===== src/rtl/dmem_arbiter.sv =====
// Two-port arbiter and access sequencer for the single-port data memory.
// Each access takes three cycles: IDLE grant, ACCESS memory strobe, RESP pulse.
module dmem_arbiter #(
  parameter int ADDR_WORDS = 40,
  parameter int FIXED_PRIO = 0
) (
  input  logic        clk,
  input  logic        rst_n,
  input  logic        p0_req_valid,
  output logic        p0_req_ready,
  input  logic        p0_req_we,
  input  logic [31:0] p0_req_addr,
  input  logic [31:0] p0_req_wdata,
  input  logic [2:0]  p0_req_func3,
  output logic        p0_resp_valid,
  output logic [31:0] p0_resp_rdata,
  output logic        p0_resp_err,
  input  logic        p1_req_valid,
  output logic        p1_req_ready,
  input  logic        p1_req_we,
  input  logic [31:0] p1_req_addr,
  input  logic [31:0] p1_req_wdata,
  input  logic [2:0]  p1_req_func3,
  output logic        p1_resp_valid,
  output logic [31:0] p1_resp_rdata,
  output logic        p1_resp_err,
  output logic [31:0] mem_addr,
  output logic [31:0] mem_wdata,
  output logic        mem_read,
  output logic        mem_write,
  output logic [2:0]  mem_func3,
  input  logic [31:0] mem_rdata
);

  localparam logic [31:0] ADDR_LIMIT = 32'(ADDR_WORDS);

  typedef enum logic [1:0] {
    IDLE   = 2'd0,
    ACCESS = 2'd1,
    RESP   = 2'd2
  } state_t;

  state_t      state;
  logic        ptr;
  logic        win;
  logic        err;

  logic        any_valid;
  logic        grant_p1;
  logic        sel_we;
  logic [31:0] sel_addr;
  logic [31:0] sel_wdata;
  logic [2:0]  sel_func3;
  logic        sel_err;

  // Pick the winning port and mux its request fields.
  always_comb begin
    any_valid = p0_req_valid | p1_req_valid;
    if (FIXED_PRIO != 0) begin
      grant_p1 = ~p0_req_valid;
    end else if (p0_req_valid && p1_req_valid) begin
      grant_p1 = ptr;
    end else begin
      grant_p1 = ~p0_req_valid;
    end
    if (grant_p1) begin
      sel_we    = p1_req_we;
      sel_addr  = p1_req_addr;
      sel_wdata = p1_req_wdata;
      sel_func3 = p1_req_func3;
    end else begin
      sel_we    = p0_req_we;
      sel_addr  = p0_req_addr;
      sel_wdata = p0_req_wdata;
      sel_func3 = p0_req_func3;
    end
    sel_err = (sel_addr >= ADDR_LIMIT) || (sel_func3 > 3'b010);
  end

  // Ready is gated by rst_n so every output is low while reset is held.
  assign p0_req_ready = rst_n && (state == IDLE) && any_valid && !grant_p1;
  assign p1_req_ready = rst_n && (state == IDLE) && any_valid && grant_p1;

  // Sequencer FSM; memory strobes and responses are driven straight from flops.
  always_ff @(posedge clk or negedge rst_n) begin
    if (!rst_n) begin
      state         <= IDLE;
      ptr           <= 1'b0;
      win           <= 1'b0;
      err           <= 1'b0;
      mem_addr      <= 32'd0;
      mem_wdata     <= 32'd0;
      mem_read      <= 1'b0;
      mem_write     <= 1'b0;
      mem_func3     <= 3'd0;
      p0_resp_valid <= 1'b0;
      p0_resp_rdata <= 32'd0;
      p0_resp_err   <= 1'b0;
      p1_resp_valid <= 1'b0;
      p1_resp_rdata <= 32'd0;
      p1_resp_err   <= 1'b0;
    end else begin
      case (state)
        IDLE: begin
          if (any_valid) begin
            win   <= grant_p1;
            err   <= sel_err;
            state <= ACCESS;
            if (sel_err) begin
              mem_addr  <= 32'd0;
              mem_wdata <= 32'd0;
              mem_func3 <= 3'd0;
              mem_read  <= 1'b0;
              mem_write <= 1'b0;
            end else begin
              mem_addr  <= sel_addr;
              mem_wdata <= sel_wdata;
              mem_func3 <= sel_func3;
              mem_read  <= ~sel_we;
              mem_write <= sel_we;
            end
          end else begin
            state <= IDLE;
          end
        end
        ACCESS: begin
          p0_resp_valid <= ~win;
          p0_resp_err   <= ~win & err;
          p0_resp_rdata <= (!win && mem_read) ? mem_rdata : 32'd0;
          p1_resp_valid <= win;
          p1_resp_err   <= win & err;
          p1_resp_rdata <= (win && mem_read) ? mem_rdata : 32'd0;
          mem_addr      <= 32'd0;
          mem_wdata     <= 32'd0;
          mem_func3     <= 3'd0;
          mem_read      <= 1'b0;
          mem_write     <= 1'b0;
          state         <= RESP;
        end
        RESP: begin
          p0_resp_valid <= 1'b0;
          p0_resp_rdata <= 32'd0;
          p0_resp_err   <= 1'b0;
          p1_resp_valid <= 1'b0;
          p1_resp_rdata <= 32'd0;
          p1_resp_err   <= 1'b0;
          ptr           <= (FIXED_PRIO != 0) ? 1'b0 : ~win;
          state         <= IDLE;
        end
        default: begin
          state <= IDLE;
        end
      endcase
    end
  end

endmodule


===== config.mk =====
export PLATFORM = sky130hd
export DESIGN_NAME = dmem_arbiter
export DESIGN_NICKNAME = d
export VERILOG_FILES = /design/src/rtl/dmem_arbiter.sv
export SDC_FILE = /design/constraint.sdc
export NUM_CORES = 1
export LEC_CHECK = 0
export BUFFER_PORTS_ARGS = -buffer_cell sky130_fd_sc_hd__buf_4
export CORE_AREA = 2 2 122 124
export DETAILED_ROUTE_END_ITERATION = 10
export DIE_AREA = 0 0 124 126
export GPL_TIMING_DRIVEN = 1
export PLACE_DENSITY_LB_ADDON = 0.05
export SLEW_MARGIN = 20
export SYNTH_ARGS = -nofsm -noshare
export SYNTH_HDL_FRONTEND = slang
export SYNTH_SLANG_ARGS = --single-unit
export TNS_END_PERCENT = 30

===== constraint.sdc =====
create_clock -name clk -period 2.1 [get_ports clk]
set_input_delay 0.105 -clock clk [delete_from_list [all_inputs] [get_ports clk]]
set_output_delay 0.105 -clock clk [all_outputs]
set_load 0.01 [all_outputs]

=== Yosys cells after proc, flatten, opt, wreduce, memory -nomap -nowiden ===
Cells that the tools add are included.
Widths: inputs -> output; s select.

* Register bits: 142
* Output and inout bits: 139

* Multiplexer cells: 30
* Order comparisons: 2
* Reduce and logical (&&, ||, !) cells: 15
* Eq/ne operators: 3
* Bitwise gates (word level): 6

{| class="wikitable"
|+ Operators with widths
! cell !! number
|-
| $mux 32 || 8
|-
| $pmux 32 s2 || 4
|-
| $ge 32x6->1 const B || 1
|-
| $pmux 1 s2 || 6
|-
| $mux 3 || 3
|-
| $logic_and 1x1->1 || 7
|-
| $mux 1 || 7
|-
| $pmux 3 s2 || 1
|-
| $pmux 2 s2 || 1
|-
| $reduce_and 2->1 || 2
|-
| $reduce_bool 2->1 || 2
|-
| $gt 3x2->1 const B || 1
|-
| $not 1->1 || 3
|-
| $and 1x1->1 || 2
|-
| $eq 2x1->1 const B || 1
|-
| $eq 2x2->1 const B || 1
|-
| $logic_not 1->1 || 2
|-
| $logic_not 2->1 || 1
|-
| $ne 2x2->1 const B || 1
|-
| $logic_or 1x1->1 || 1
|-
| $or 1x1->1 || 1
|}

=== Depth between registers and ports, before layout ===
Gate-level depths: netlist of run 1.

* Depth after elaboration: 8
* Mapped depth: 9
* Depth with buffers taken out: 7

=== Least setup slack after synthesis of run 1 ===
OpenSTA, ideal clock, no wires.

* Path kind: flip-flop to flip-flop
* Start: register state[0]
* End: register p0_resp_rdata[30]
* Arrival: 1.607 ns
* Library setup time: 0.077 ns
* Path buffers: 2
* Path slack: 0.416 ns
* Required time: 2.023 ns
* Stages on the path, launching flop included: 9
* Cells stage by stage: dfrtp_1 inv_1 ha_1 clkbuf_1 nand2_1 nor3_1 clkbuf_1 nand2_1 o21ai_1

* Word-level cells in the longest chain between the ends: 2
* Elaborated cells on any way between the ends: 4

{| class="wikitable"
|+ RTL lines
! item !! RTL line !! source
|-
| start, declared || 43 || <nowiki>state_t state;</nowiki>
|-
| start signal, assigned || 87 || <nowiki>state <= IDLE;</nowiki>
|-
| start signal, assigned || 108 || <nowiki>state <= ACCESS;</nowiki>
|-
| start signal, assigned || 123 || <nowiki>state <= IDLE;</nowiki>
|-
| $eq 2x2->1 / $eq 2x1->1 (equally long branches) || 103 || <nowiki>case (state)</nowiki>
|-
| $pmux 32 s2 / $reduce_bool 2->1 (equally long branches) || n/a ||
|-
| end signal, assigned || 129 || <nowiki>p0_resp_rdata <= (!win && mem_read) ? mem_rdata : 32'd0;</nowiki>
|-
| end, declared || 16 || <nowiki>output logic [31:0] p0_resp_rdata,</nowiki>
|}

Parallel ways exist; a longest one is shown, timed or not.
A chain may end at the register's enable or synchronous reset.

=== Worst setup path in the final report of run 1 ===
* Start: register ptr
* End: register mem_wdata[10]

* Word-level cells in the longest chain between the ends: 7
* Elaborated cells on any way between the ends: 10

{| class="wikitable"
|+ RTL lines
! item !! RTL line !! source
|-
| start, declared || 44 || <nowiki>logic ptr;</nowiki>
|-
| start signal, assigned || 147 || <nowiki>ptr <= (FIXED_PRIO != 0) ? 1'b0 : ~win;</nowiki>
|-
| $mux 1 (*) || 61 || <nowiki>end else if (p0_req_valid && p1_req_valid) begin</nowiki>
|-
| $mux 32 / $mux 3 (equally long branches) || 66 || <nowiki>if (grant_p1) begin</nowiki>
|-
| $ge 32x6->1 / $gt 3x2->1 (equally long branches) || 77 || <nowiki>sel_err = (sel_addr >= ADDR_LIMIT) || (sel_func3 > 3'b010);</nowiki>
|-
| $logic_or 1x1->1 || 77 ||
|-
| $mux 32 (*) || 109 || <nowiki>if (sel_err) begin</nowiki>
|-
| $mux 32 (*) || 105 || <nowiki>if (any_valid) begin</nowiki>
|-
| $pmux 32 s2 (*) || 103 ||
|-
| end signal, assigned || 117 || <nowiki>mem_wdata <= sel_wdata;</nowiki>
|-
| end, declared || 28 || <nowiki>output logic [31:0] mem_wdata,</nowiki>
|}

Every way passes the cells marked *; elsewhere a longest branch is shown, timed or not. The select of a mux whose other input is x is not followed.

==> results of run 1 <==
-- worst min-delay path, stage by stage --
cell and delay [ns]:
buf_4 0.08, mux2_2 0.16, o21ai_2 0.05
-- registers in the layout, indices dropped and copies added, names as in the netlist --
name           flops
mem_addr          32
mem_wdata         32
p0_resp_rdata     32
p1_resp_rdata     32
mem_func3          3
state              2
err                1
mem_read           1
mem_write          1
p0_resp_err        1
p0_resp_valid      1
p1_resp_err        1
p1_resp_valid      1
ptr                1
win                1
-- final cells by class --
class / instances / area, µm²
clock inverter: 13 / 131
fill: 1069 / 4040
inverter: 71 / 267
multi-input combinational: 334 / 2050
tap: 184 / 230
antenna: 1 / 2.50
sequential: 142 / 3550
timing repair buffer: 440 / 3600
clock buffer: 19 / 443
-- cell families after synthesis --
group | count (synthesis)
AO/OA/AOI/OAI | 119
adder cells (fa/ha/maj) | 3
buffers and inverters | 102
flip-flops | 142
multiplexers | 45
AND/OR/NAND/NOR | 167
-- stage by stage --
| step | instances | instance area [µm²] | worst slack, ns | util (%) | power (mW) |
|---|---|---|---|---|---|
| floorplan | 578 | 6000 | 0.416 | - | 3.92 |
| global placement | 1058 | 8570 | 0.293 | 59.9 | 4.67 |
| detailed placement | 1058 | 8570 | 0.246 | 59.9 | 4.71 |
| CTS | 1203 | 10300 | 0.161 | 71.8 | 7.89 |
| global route | 1204 | 10300 | 0.0467 | 71.8 | 8.24 |
| finish | 1204 | 10300 | 0.103 | 71.8 | 7.85 |
-- per-layer routing --
metal	part of all wire (%)	vias to the layer above	global-route usage (%)
li1	-	2742	-
met1	38	2697	30.2
met2	52	216	45.3
met3	6.9	45	7.20
met4	3.0	0	10.1
met5	0	-	0
-- report_power, final --
| group | switching (mW) | leakage [nW] | internal, mW | total (mW) |
|---|---|---|---|---|
| Clock | 1.22 | 0.266 | 1.69 | 2.91 |
| Combinational | 1.19 | 2.88 | 0.878 | 2.07 |
| Sequential | 0.0611 | 1.97 | 2.82 | 2.88 |
| Total | 2.47 | 5.11 | 5.38 | 7.85 |
-- what timing repair did --
action	CTS	global route
hold buffers	113	0
buffers inserted	0	0
hold endpoints to repair	159	0
-- worst min path at each step --
stage | from | endpoint | slack [ns]
after detailed placement | rst_n | mem_addr[16] | 0.11
after global placement | rst_n | mem_addr[16] | 0.10
after global routing | p0_req_we | mem_read | 0.02
after floorplan | rst_n | err | -0.19
final | p1_req_we | mem_read | 0.02
after CTS | p1_req_we | mem_read | 0.006
-- synth_stat cells --
library cell / number
a211oi_1: 2
a21boi_2: 1
a21oi_2: 1
and2_1: 27
and3_1: 1
buf_2: 8
buf_6: 5
clkbuf_1: 18
dfrtp_1: 142
ha_1: 3
inv_1: 70
inv_2: 1
mux2_2: 3
mux2i_1: 42
nand2_1: 111
nand2b_1: 1
nand3_1: 2
nand3b_1: 1
nand4_1: 2
nand4b_1: 1
nor2_1: 7
nor3_1: 2
nor3_2: 1
nor4_1: 11
o2111ai_1: 1
o211ai_1: 1
o211ai_2: 1
o21a_1: 1
o21ai_0: 50
o21ai_1: 21
o21ai_2: 37
o22ai_1: 2
o32ai_1: 1
==> qor.yml, run 1 <==
grt:
  grt_usage_pct: 26.1
  grt_overflow: 0
  grt_start_max_net_pins: 62
  grt_pass1_wl_um: 31200
  grt_pass1_vias: 6078
  antenna_found_initial: 1
clocking:
  cts_sinks: 142
  cts_buffer_depth: 2
  cts-htree-levels: 4
  post_cts_resized: 0
  path_clk_slew_ns: 0.06
  worstSkewPairLatency_ns: 0.41
  cts_buffers: 17
  ctsRootBufferMaster: "clkbuf_16"
  cts_tree: "built"
detailed_routing:
  drt-total-wl_um: 19600
  routed-via-count: 5700
  detail-route-antenna-nets: 0
  wl_per_cell_um: 16.3
  drt_iter0_drc: 315
  via_per_inst: 4.73
  dr.pass1.iters: 4
  route.detailed.drc: 0
outcome:
  status: "complete, no violations"
sta:
  fin_crit_ns: 2.00
  slew-limit-headroom_pct: 62.5
  hold_violations: 0
  hold_slack_ns: 0.0190
  fin_setup_tns_ns: 0
  slew_violations: 0
  max_freq_ghz: 0.501
  tightest_slew_ns: 0.562
  finalSetupViolations: 0
  skew_ns: 0.0111
  rsz0062_at_grt: "false"
  min_period_over_period_pct: 95.1
power_and_ir_drop:
  ir_drop_v: 0.000559
  p_leak_nw: 5.11
  p_per_area_nw_per_um2: 764
worst_setup_path:
  cp_cell_sequence: "a21boi_4 > buf_4 > mux2i_1 > dlygate4sd3_1 > o21ai_2"
  cp-start-kind: "flop"
  startpoint: "ptr"
  crit_arrival_ns: 2.28
  r2r_start: "ptr"
  path_buf_inv: 2
  ff2ff_path_depth: 5
  cp_slowest_cell: "dlygate4sd3_1"
  critPathRequiredTime_ns: 2.39
  r2r_end: "mem_wdata[10]"
  path_class: "reg -> reg"
  cp.depth: 5
  critPathCaptureType: "flop"
  crit_path_max_fanout: 13
  r2r_slack_ns: 0.10
  critPathCapture: "mem_wdata[10]"
  max_stage_delay_ns: 0.61
  cp_top_family: "buffers and inverters"
synth:
  synth_top_family_by_area: "compound AO/OA/AOI/OAI gates"
  synth-xor-area-share_pct: 0
  yosysTopAreaCell: "dfrtp_1"
  synthMuxAreaShare_pct: 7.57
  synth.area.top_cells: "dfrtp_1 (59%), mux2i_1 (7.0%), nand2_1 (6.9%)"
  ys_warn_count: 0
  synthAdderAreaFrac_pct: 0.626
  avgSynthCellArea_um2: 10.4
  syn_nets: 753
  synth_compound_area_share_pct: 12.9
  synth-seq-area-share_pct: 59.2
  synth_cells: 578
  synth_top_area_share_pct: 59.2
  synth_simple_gate_area_share_pct: 12.5
  ys_types: 33
  synth.ff_latch_count: 142
  mappedNetlistArea_um2: 6000
floorplanning:
  initial_core_util_pct: 41.9
  fp.dieH_um: 126
  die-area_um2: 15600
  rows: 44
  io_pins: 311
  die_x_um: 124
  core_um2: 14300
hold_path:
  hp-class: "in -> reg"
  hold_depth: 3
final_layout:
  final_cell_mix: "buf_4 (325), dfrtp_1 (142), dlygate4sd3_1 (113), nand2_1 (111), inv_1 (70)"
  final_common_cell: "buf_4"
  syn2layout_area_growth_pct: 71.3
  nets: 1181
  drive_above_1_share_pct: 39.8
job:
  cap_violations: 0
placed_design:
  place_congestion: 0.803
  dpl.hpwl_um: 13600
  portBuffers: 310
Note: power is estimated with default switching activity, not from simulation.
==> inputs of run 2 (changes only) <==
==> constraint.sdc (replaced) <==
create_clock -name clk -period 2.01 [get_ports clk]
set_input_delay 0.1005 -clock clk [delete_from_list [all_inputs] [get_ports clk]]
set_output_delay 0.1005 -clock clk [all_outputs]
set_load 0.01 [all_outputs]
==> qor.yml, run 2 (synthesis results as in run 1) <==
grt:
  grt_overflow: 0
  grt_start_max_net_pins: 71
  grt_pass1_wl_um: 31700
  antenna_found_initial: 0
  grt_pass1_vias: 6201
  grt_usage_pct: 26.7
worst_setup_path:
  critPathCaptureType: "flop"
  critPathRequiredTime_ns: 2.31
  cp_slowest_cell: "dlygate4sd3_1"
  crit_path_max_fanout: 9
  max_stage_delay_ns: 0.60
  cp-start-kind: "flop"
  path_buf_inv: 2
  path_class: "reg -> reg"
  cp_top_family: "buffers and inverters"
  cp_cell_sequence: "a21boi_4 > buf_4 > mux2i_1 > dlygate4sd3_1 > o21ai_2"
  crit_arrival_ns: 2.19
power_and_ir_drop:
  internal_power_mw: 5.78
  p_switching_mw: 2.45
  combPwrFrac_pct: 25.5
  p_leak_nw: 5.13
  p_per_area_nw_per_um2: 800
  ir_drop_v: 0.000807
  pwr-share-seq_pct: 36.5
  switching_share_pct: 29.8
  power_mw: 8.24
  pwr-share-clk_pct: 38.0
detailed_routing:
  dr.pass1.iters: 5
  via_per_inst: 4.81
  detail-route-antenna-nets: 0
  route.detailed.drc: 0
  drt-total-wl_um: 20200
  wl_per_cell_um: 16.8
  routed-via-count: 5759
  drt_iter0_drc: 248
sta:
  slew_violations: 0
  min_period_over_period_pct: 94.2
  fin_crit_ns: 1.89
  skew_ns: 0.00895
  finalSetupViolations: 0
  fin_setup_tns_ns: 0
  hold_violations: 0
  rsz0062_at_grt: "false"
  hold_slack_ns: 0.0138
  slew-limit-headroom_pct: 70.2
  tightest_slew_ns: 0.448
  max_freq_ghz: 0.528
clocking:
  cts_buffers: 17
  worstSkewPairLatency_ns: 0.41
  cts_sinks: 142
  cts_tree: "built"
  cts_buffer_depth: 2
  path_clk_slew_ns: 0.06
  cts-htree-levels: 4
  ctsRootBufferMaster: "clkbuf_16"
final_layout:
  nets: 1177
  final_cell_mix: "buf_4 (320), dfrtp_1 (142), nand2_1 (111), dlygate4sd3_1 (110), inv_1 (70)"
  diodes: 0
  final_common_cell: "buf_4"
  syn2layout_area_growth_pct: 71.6
  drive_above_1_share_pct: 39.7
  fin_cells: 1198
  post-route-util_pct: 71.9
floorplanning:
  initial_core_util_pct: 41.9
  fp.dieH_um: 126
  io_pins: 311
  core_um2: 14300
  die_x_um: 124
  die-area_um2: 15600
  rows: 44
placed_design:
  place_inst: 1054
  dpl.hpwl_um: 13900
  place_congestion: 0.787
  portBuffers: 310
job:
  cap_violations: 0
hold_path:
  hp-class: "in -> reg"
outcome:
  status: "complete, no violations"
[run 2: changes by cell type in the layout (fill, tap and decap cells not counted), moves of 2 or more]
cell	before	now
buf_4	325	320
inv_6	5	0
clkinv_2	0	4
buf_12	1	4
clkinvlp_4	5	2
dlygate4sd3_1	113	110
bufinv_16	1	3
[run 2: layer usage]
layer | track usage, % | part of all wire, % | up-vias
met2 | 47.3 | 53 | 227
met5 | 0 | 0 | -
met3 | 6.93 | 6.3 | 55
met1 | 29.7 | 37 | 2743
met4 | 12.4 | 3.7 | 0
li1 | - | - | 2734
[run 2: final cells by class]
cell class | count | area [µm²]
Clock buffer | 20 | 447
Clock inverter | 11 | 143
Fill cell | 1048 | 4020
Inverter | 71 | 267
Multi-Input combinational cell | 334 | 2050
Sequential cell | 142 | 3550
Tap cell | 184 | 230
Timing Repair Buffer | 436 | 3610
[run 2: power by group through the flow]
stage	Combinational, mW	Sequential, mW	Clock (mW)
finish	2.10	3.01	3.13
detailed placement	1.88	3.07	0
CTS	2.08	3.01	3.19
floorplan	1.05	3.05	0
global placement	1.85	3.06	0
global route	2.31	3.03	3.32
[run 2: worst reg2reg max path, cell delays in order (launching register included)]
cell and delay (ns):
dfrtp_1 0.41, a21boi_4 0.22, buf_4 0.25, mux2i_1 0.24, dlygate4sd3_1 0.60, o21ai_2 0.06
[run 2: metrics by stage]
stage                     instance area [µm²]  worst slack (ns)
after floorplan                          6000             0.326
after global placement                   8580             0.353
after detailed placement                 8580             0.309
after CTS                               10300            0.0482
after global routing                    10300            0.0566
final                                   10300             0.116
[run 2: final timing paths]
kind | start | end | slack, ns | cells past startpoint
min in group asynchronous | rst_n | mem_addr[15] | 0.15 | 2
worst min-delay path | p0_req_wdata[16] | mem_wdata[16] | 0.01 | 3
max in group asynchronous | rst_n | mem_func3[1] | 1.08 | 3
worst max-delay path | ptr | mem_wdata[2] | 0.12 | 5
worst min register to register | mem_write | mem_write | 0.48 | 2
worst max register to register | ptr | mem_wdata[2] | 0.12 | 5
[run 2: what timing repair did]
item                                    4_1_cts  5_1_grt
hold endpoints to repair                    209        0
buffers inserted                              0        3
resized for setup                             0        1
endpoints found under the setup margin        0        8
hold buffers                                110        0
==> inputs of run 3 (changes only) <==
--- a/config.mk
+++ b/config.mk
@@ -5,6 +5,7 @@
 export SDC_FILE = /design/constraint.sdc
 export NUM_CORES = 1
 export LEC_CHECK = 0
+export ABC_AREA = 1
 export BUFFER_PORTS_ARGS = -buffer_cell sky130_fd_sc_hd__buf_4
 export CORE_AREA = 2 2 122 124
 export DETAILED_ROUTE_END_ITERATION = 10
==> constraint.sdc (replaced) <==
create_clock -name clk -period 2.19 [get_ports clk]
set_input_delay 0.219 -clock clk [delete_from_list [all_inputs] [get_ports clk]]
set_output_delay 0.219 -clock clk [all_outputs]
set_load 0.01 [all_outputs]
==> qor.yml, run 3 <==
hold_path:
  hold_depth: 3
  hp-class: "in -> reg"
synth:
  synth_flop_cell: "dfrtp_1"
  yosysTopAreaCell: "dfrtp_1"
  synth.ff_latch_count: 142
  avgSynthCellArea_um2: 8.01
  synth_commonest_cells: "nand2_1 (239), dfrtp_1 (142), inv_1 (121)"
  synth-seq-area-share_pct: 52.9
  ys_types: 22
  ys_warn_count: 0
  synth-edff-count: 0
  syn_nets: 1014
  mappedNetlistArea_um2: 6720
  synth_top_area_share_pct: 52.9
  synth_cells: 839
  yosysMostFrequentCell: "nand2_1"
  synth_async_sr_flop_share_pct: 100
  synth.area.top_cells: "dfrtp_1 (53%), nand2_1 (13%), inv_1 (6.8%)"
detailed_routing:
  routed-via-count: 6527
  route.detailed.drc: 0
  wl_per_cell_um: 15.3
  via_per_inst: 4.95
  detail-route-antenna-nets: 0
  drt_iter0_drc: 388
  dr.pass1.iters: 5
  drt-total-wl_um: 20200
clocking:
  ctsRootBufferMaster: "clkbuf_16"
  worstSkewPairLatency_ns: 0.41
  holdBufCountCts: 1
  postCtsSetupRepairBufs: 0
  cts_buffer_depth: 2
  post_cts_resized: 0
  cts_sinks: 142
  cts-htree-levels: 4
  path_clk_slew_ns: 0.06
  cts_tree: "built"
  cts_buffers: 17
grt:
  grt_usage_pct: 25.9
  grt_pass1_vias: 6221
  grt_overflow: 0
  grt_pass1_wl_um: 31300
  antenna_found_initial: 0
  grt_start_max_net_pins: 110
placed_design:
  dpl.hpwl_um: 14300
  place_congestion: 0.822
  portBuffers: 310
worst_setup_path:
  critPathRequiredTime_ns: 2.49
  path_class: "reg -> reg"
  crit_path_max_fanout: 43
  ff2ff_path_depth: 11
  cp-start-kind: "flop"
  crit_arrival_ns: 2.23
  critPathCaptureType: "flop"
sta:
  min_period_over_period_pct: 88.2
  skew_ns: 0.00605
  hold_violations: 0
  finalSetupViolations: 0
  fin_setup_tns_ns: 0
  slew-limit-headroom_pct: 54.7
  rsz0062_at_grt: "false"
  slew_violations: 0
  hold_slack_ns: 0.0844
  max_freq_ghz: 0.518
  tightest_slew_ns: 0.680
  fin_crit_ns: 1.93
final_layout:
  multi_input_area_um2: 2430
  diodes: 0
  drive_above_1_share_pct: 32.1
  nets: 1300
  seq_area_um2: 3550
  final_cell_mix: "buf_4 (320), nand2_1 (239), dfrtp_1 (142), inv_1 (121), o22ai_1 (66)"
  final_common_cell: "buf_4"
  fill_cells: 1256
  syn2layout_area_growth_pct: 45.5
floorplanning:
  fp.dieH_um: 126
  core_um2: 14300
  die_x_um: 124
  io_pins: 311
  initial_core_util_pct: 46.9
  rows: 44
  die-area_um2: 15600
outcome:
  status: "complete, no violations"
power_and_ir_drop:
  p_per_area_nw_per_um2: 832
  p_leak_nw: 5.20
  ir_drop_v: 0.000684
job:
  cap_violations: 0
## run 3: changes by cell type in the layout (fill, tap and decap cells not counted), moves of 21 or more
cell	previous run	this run
nand2_1	111	239
dlygate4sd3_1	110	1
o22ai_1	2	66
nand3_1	2	58
inv_1	70	121
o21ai_0	50	6
mux2i_1	42	0
nand4_1	2	42
nor2_1	6	44
a21oi_1	0	37
o21ai_2	37	2
and2_1	27	0
o21ai_1	21	0
## run 3: per-layer routing
metal	up-vias	share of wire (%)	wire (µm)	global-route usage (%)
met4	0	2.3	457	8.13
li1	3273	-	-	-
met1	2974	41	8190	31.8
met5	-	0	0	0
met3	33	8.1	1630	8.33
met2	247	49	9870	43.2
## run 3: kinds of logic after synthesis
group           count (synthesis)  synth area share (%)
flops                         142                  52.9
buf+inv                       184                  11.2
compound gates                111                  9.61
simple gates                  399                  25.8
fa+ha+maj                       3                 0.559
## run 3: final timing paths
check | startpoint | slack (ns) | to
max | ptr | 0.26 | err
min | mem_rdata[28] | 0.08 | p0_resp_rdata[28]
max reg2reg | ptr | 0.26 | err
min reg2reg | mem_addr[5] | 0.48 | mem_addr[5]
max in group asynchronous | rst_n | 1.06 | mem_addr[1]
min in group asynchronous | rst_n | 0.26 | p0_resp_rdata[30]
## run 3: cell type report
type | count | area share, %
clock buffers | 18 | 4.49
clock inverters | 11 | 1.22
inverters | 123 | 4.72
well taps | 184 | 2.36
multi-input cells | 513 | 24.8
repair buffers | 328 | 26.0
flip-flops and latches | 142 | 36.4
## run 3: power breakdown
| part | internal (mW) | leakage, nW | switching [mW] |
|---|---|---|---|
| clock network | 1.68 | 0.277 | 1.06 |
| logic | 0.785 | 2.95 | 1.86 |
| registers | 2.71 | 1.97 | 0.0440 |
| total | 5.17 | 5.20 | 2.97 |
## run 3: critical path, cell delays in order (launching register included)
cell	delay [ns]
dfrtp_1	0.38
nand2_2	0.13
nand2_4	0.23
nand2_1	0.13
nand2_1	0.05
nor2_1	0.16
nand3_1	0.12
nor2_2	0.17
buf_12	0.22
nand3_1	0.09
nand2_1	0.07
nand2_1	0.05
## run 3: stage by stage
| step | utilization (%) | cells | instance area, µm² | worst slack, ns | total power [mW] |
|---|---|---|---|---|---|
| 2_1_floorplan | - | 839 | 6720 | 0.565 | 4.54 |
| 3_3_place_gp | 64.3 | 1289 | 9210 | 0.289 | 5.44 |
| 3_5_place_dp | 64.3 | 1289 | 9210 | 0.276 | 5.43 |
| 4_1_cts | 68.3 | 1319 | 9770 | 0.263 | 8.19 |
| 5_1_grt | 68.3 | 1319 | 9770 | 0.0443 | 8.61 |
| 6_report | 68.3 | 1319 | 9770 | 0.259 | 8.14 |
